## config.mk

```make
export PLATFORM = sky130hd
export DESIGN_NAME = main_operand_buffer
export DESIGN_NICKNAME = d
export VERILOG_FILES = /design/src/rtl/main_operand_buffer.sv
export SDC_FILE = /design/constraint.sdc
export NUM_CORES = 1
export LEC_CHECK = 0
export CAP_MARGIN = 25
export CORE_MARGIN = 2
export CORE_UTILIZATION = 40
export CTS_CLUSTER_SIZE = 24
export DETAILED_ROUTE_END_ITERATION = 16
export PLACE_DENSITY = 0.74
export RECOVER_POWER = 100
export SKIP_CTS_REPAIR_TIMING = 1
export SYNTH_ARGS = -nofsm -noshare
export SYNTH_HDL_FRONTEND = slang
export SYNTH_SLANG_ARGS = --single-unit
```

## constraint.sdc

```tcl
create_clock -name clk -period 1.6 [get_ports clk]
set_input_delay 0.16 -clock clk [delete_from_list [all_inputs] [get_ports clk]]
set_output_delay 0.16 -clock clk [all_outputs]
set_load 0.01 [all_outputs]
```

## src/rtl/main_operand_buffer.sv

```systemverilog
// Operand buffer for the CNN MAC array: unpacks a typed, packed load stream into
// ifm/weight windows plus a bias, and hands out complete sets under valid/ready.
module main_operand_buffer #(
  parameter int IN_W   = 32,
  parameter int DATA_W = 8,
  parameter int KERNEL = 3,
  parameter int BIAS_W = 8
) (
  input  logic                                   clk,
  input  logic                                   rst_n,
  input  logic                                   in_valid,
  output logic                                   in_ready,
  input  logic [1:0]                             in_sel,
  input  logic [IN_W-1:0]                        in_data,
  input  logic                                   wgt_hold,
  output logic                                   out_valid,
  input  logic                                   out_ready,
  output logic signed [KERNEL*KERNEL*DATA_W-1:0] out_ifm,
  output logic signed [KERNEL*KERNEL*DATA_W-1:0] out_wgt,
  output logic signed [BIAS_W-1:0]               out_bias,
  output logic                                   err
);

  localparam int NUM   = KERNEL * KERNEL;
  localparam int LANES = IN_W / DATA_W;
  localparam int WORDS = (NUM + LANES - 1) / LANES;
  localparam int CW    = (WORDS > 1) ? $clog2(WORDS) : 1;
  localparam logic [CW-1:0] LAST = CW'(WORDS - 1);

  logic [CW-1:0] ifm_cnt, wgt_cnt;
  logic          ifm_full, wgt_full, bias_full;
  logic          ifm_full_n, wgt_full_n, bias_full_n;
  logic          sel_full, accept, consume;
  logic          ld_ifm, ld_wgt, ld_bias, ld_bad;

  // Reserved selector always accepts so a bad word can never wedge the stream.
  always_comb begin
    sel_full = 1'b0;
    case (in_sel)
      2'd0:    sel_full = ifm_full;
      2'd1:    sel_full = wgt_full;
      2'd2:    sel_full = bias_full;
      default: sel_full = 1'b0;
    endcase
  end

  assign in_ready = !sel_full;
  assign accept   = in_valid & in_ready;
  assign consume  = out_valid & out_ready;
  assign ld_ifm   = accept && (in_sel == 2'd0);
  assign ld_wgt   = accept && (in_sel == 2'd1);
  assign ld_bias  = accept && (in_sel == 2'd2);
  assign ld_bad   = accept && (in_sel == 2'd3);

  // A load never targets a full buffer, so set and clear cannot collide.
  always_comb begin
    ifm_full_n  = ifm_full;
    wgt_full_n  = wgt_full;
    bias_full_n = bias_full;
    if (consume) begin
      ifm_full_n = 1'b0;
      if (!wgt_hold) begin
        wgt_full_n  = 1'b0;
        bias_full_n = 1'b0;
      end
    end
    if (ld_ifm && (ifm_cnt == LAST)) ifm_full_n = 1'b1;
    if (ld_wgt && (wgt_cnt == LAST)) wgt_full_n = 1'b1;
    if (ld_bias)                     bias_full_n = 1'b1;
  end

  always_ff @(posedge clk or negedge rst_n) begin
    if (!rst_n) begin
      ifm_cnt   <= '0;
      wgt_cnt   <= '0;
      ifm_full  <= 1'b0;
      wgt_full  <= 1'b0;
      bias_full <= 1'b0;
      out_valid <= 1'b0;
      err       <= 1'b0;
    end else begin
      ifm_full  <= ifm_full_n;
      wgt_full  <= wgt_full_n;
      bias_full <= bias_full_n;
      out_valid <= ifm_full_n & wgt_full_n & bias_full_n;
      if (ld_ifm) ifm_cnt <= (ifm_cnt == LAST) ? '0 : ifm_cnt + 1'b1;
      if (ld_wgt) wgt_cnt <= (wgt_cnt == LAST) ? '0 : wgt_cnt + 1'b1;
      if (ld_bad) err <= 1'b1;
    end
  end

  // Element e lives in word e/LANES, lane e%LANES; surplus lanes of the last word fall away.
  always_ff @(posedge clk or negedge rst_n) begin
    if (!rst_n) begin
      out_ifm  <= '0;
      out_wgt  <= '0;
      out_bias <= '0;
    end else begin
      for (int e = 0; e < NUM; e++) begin
        if (ld_ifm && (ifm_cnt == CW'(e / LANES)))
          out_ifm[e*DATA_W +: DATA_W] <= in_data[(e % LANES)*DATA_W +: DATA_W];
        if (ld_wgt && (wgt_cnt == CW'(e / LANES)))
          out_wgt[e*DATA_W +: DATA_W] <= in_data[(e % LANES)*DATA_W +: DATA_W];
      end
      if (ld_bias) out_bias <= in_data[BIAS_W-1:0];
    end
  end

endmodule
```

==> impl_metrics.py <==
metrics = {
    "sta": {
        "worst_slew_pin_slew_ps": 1253,
        "setup_slack_ps": -209.2,
        "drv_slew": 0,
        "hold_viol": 0,
        "relSlewSlack": 0.1649,
        "fin_crit_ps": 1809,
        "tns_ps": -8356,
        "setup_viol_count_final": 104,
        "post-route-period-util": 1.131,
        "rsz0062_at_grt": "yes",
        "max_freq_mhz": 552.7,
        "fin_worst_skew_ps": 7.693,
    },
    "layout": {
        "area_delta_synth_final_pct": 50.69,
        "final_common_cell": "clkdlybuf4s50_1",
        "final_cell_mix": "clkdlybuf4s50_1, dfrtp_1, mux2_2",
        "n_antenna_cell": 0,
        "drive_above_1_share": 0.3688,
        "finalNonFillerCells": 786,
        "nets": 628,
        "final_cell_area_mm2": 0.009112,
    },
    "place": {
        "post-dp-hpwl_um": 10550,
        "dp.cells": 748,
        "dpl_cell_area_mm2": 0.008394,
        "numPortBuffers": 193,
        "globalplace.congestion": 0.8152,
    },
    "worst_setup_path": {
        "startpoint": "ifm_full$_DFF_PN0_",
        "slowest_delay_ps": 510,
        "crit_required_ps": 1910,
        "slowest_stage": "or4b_4",
        "critical_path_class": "flop to flop",
        "critPathBufInv": 1,
        "critPathCaptureType": "flop",
        "cp-start-kind": "flop",
        "cp_max_fo": 19,
        "crit_chain": "or4b_4, nor3_4, buf_12, mux2_2",
        "cp_data_arrival_time_ps": 2120,
        "path_delay_family": "simple AND/OR/NAND/NOR gates",
        "worst_r2r_startpoint": "ifm_full$_DFF_PN0_",
    },
    "synthesis": {
        "avgSynthCellArea_um2": 16.70,
        "synth_cell_type_count": 22,
        "synth_mux_area_frac": 0.2847,
        "yosysWarnings": 0,
        "synth_xor_area_frac": 0,
        "yosys.area_share.simple": 0.02628,
        "synth_cells": 362,
        "synth_compound_area_frac": 0.006000,
        "synth_fp_nets": 401,
        "synth_top_family_by_area": "multiplexers",
        "syn_area_mm2": 0.006047,
        "ys_ff_latch": 161,
        "yosys.area_share.adder": 0,
        "yosysSeqAreaShare": 0.6663,
    },
    "hold_path": {
        "hp-class": "primary input to flop",
        "hp-start": "out_ready",
    },
    "global_route": {
        "grt_pass1_wl_um": 23730,
        "grt_max_degree": 55,
        "grt_pass1_vias": 4261,
        "overflow": 0,
        "grt_usage": 0.1935,
        "antenna_found_initial": 0,
    },
    "drt": {
        "drc": 0,
        "dr.pass1.iters": 4,
        "via_per_inst": 5.045,
        "ant_nets": 0,
        "wl_per_cell_um": 19.58,
        "via_count": 3965,
        "drt_iter0_markers": 160,
        "routed_wl_um": 15390,
    },
    "clock_network": {
        "tritoncts": "done",
        "path_clk_slew_ps": 60,
        "clk_latency_ps": 420,
        "clockBufferDepth": 2,
        "cts_root_buf": "clkbuf_16",
        "numCtsBuffers": 17,
        "numClockSinks": 161,
        "htree_levels": 4,
    },
    "power_and_ir_drop": {
        "peakVddDrop_mv": 1.008,
        "p_leak_uw": 0.004031,
        "powerDensity_mw_per_mm2": 2059,
    },
    "flow_run": {
        "maxCapViolCount": 0,
    },
    "floorplanning": {
        "die_area_mm2": 0.01612,
        "initial_core_util": 0.4129,
        "placementRows": 44,
        "die_h_um": 127.0,
        "die_w_um": 127.0,
        "ios": 194,
        "core_mm2": 0.01464,
    },
    "outcome": {
        "outcome": "finished with violations",
        "violations": "negative setup slack",
    },
}
-- per-stage QoR --
| step | setup slack [ps] | hold slack [ps] | power [µW] | utilization |
|---|---|---|---|---|
| 3_3_place_gp | -574.5 | 150.4 | 14480 | 0.5732 |
| 3_5_place_dp | -615.8 | 157.6 | 14760 | 0.5732 |
| 6_report | -209.2 | 424.0 | 18760 | 0.6223 |
| 2_1_floorplan | -179.7 | -135.6 | 9924 | - |
| 5_1_grt | -253.9 | 433.2 | 19750 | 0.6223 |
| 4_1_cts | -506.2 | -296.7 | 18840 | 0.6136 |
-- where the power goes --
part	switching, µW	internal [µW]	total (µW)
clock network	1570	2450	4020
logic	2760	4890	7650
registers	1060	6030	7090
-- registers in the layout (all words and copies together) (netlist names) --
name,count
out_ifm,72
wgt_full,1
ifm_full,1
out_bias,8
bias_full,1
out_valid,1
err,1
ifm_cnt,2
wgt_cnt,2
out_wgt,72
-- metal layers --
layer | routed length, µm | track usage | vias to the layer above
met3 | 860 | 0.06495 | 28
met2 | 7706 | 0.3147 | 120
li1 | - | - | 1753
met1 | 6459 | 0.2371 | 2064
met5 | 0 | 0 | -
met4 | 365 | 0.08209 | 0
-- worst paths after layout --
check	end	slack, ps	cells past startpoint
max reg2reg	out_ifm[0]$_DFFE_PN0P_	-210	4
min reg2reg	err$_DFFE_PN0P_	490	1
min in group asynchronous	out_wgt[2]$_DFFE_PN0P_	560	2
max	out_ifm[0]$_DFFE_PN0P_	-210	4
max in group asynchronous	out_wgt[30]$_DFFE_PN0P_	160	3
min	ifm_full$_DFF_PN0_	420	4
-- cells in the mapped netlist, drive strengths merged --
cell | instances | area share
dfrtp | 161 | 0.67
mux2 | 152 | 0.28
nand2 | 11 | 0.0068
clkbuf | 9 | 0.0058
buf | 8 | 0.0097
nand3b | 5 | 0.0062
inv | 2 | 0.0012
nor4bb | 2 | 0.0033
a21o | 1 | 0.0012
a21oi | 1 | 0.00083
a221oi | 1 | 0.0014
a31o | 1 | 0.0014
a31oi | 1 | 0.0010
mux2i | 1 | 0.0017
nand4bb | 1 | 0.0019
nor2 | 1 | 0.00062
nor3 | 1 | 0.0027
nor4b | 1 | 0.0014
or3 | 1 | 0.0010
or4b | 1 | 0.0023
-- kinds of logic after synthesis --
group	Yosys count
AOI/OAI and AO/OA	5
buffers and inverters	19
muxes	153
DFF	161
and+or+nand+nor	24
-- area by class of cell --
cell class                      count  area, µm²
Tap cell                          184      230.2
Inverter                            2      7.507
Clock inverter                     10      107.6
Clock buffer                       22      484.2
Sequential cell                   161       4029
Fill cell                        1086       5532
Multi-Input combinational cell    182       1987
Timing Repair Buffer              225       2267
-- worst register-to-register path, stage by stage, from the launching register on --
cell	delay, ps
dfrtp_1	390
or4b_4	510
nor3_4	230
buf_12	210
mux2_2	360
Note: power is estimated with default switching activity, not from simulation.
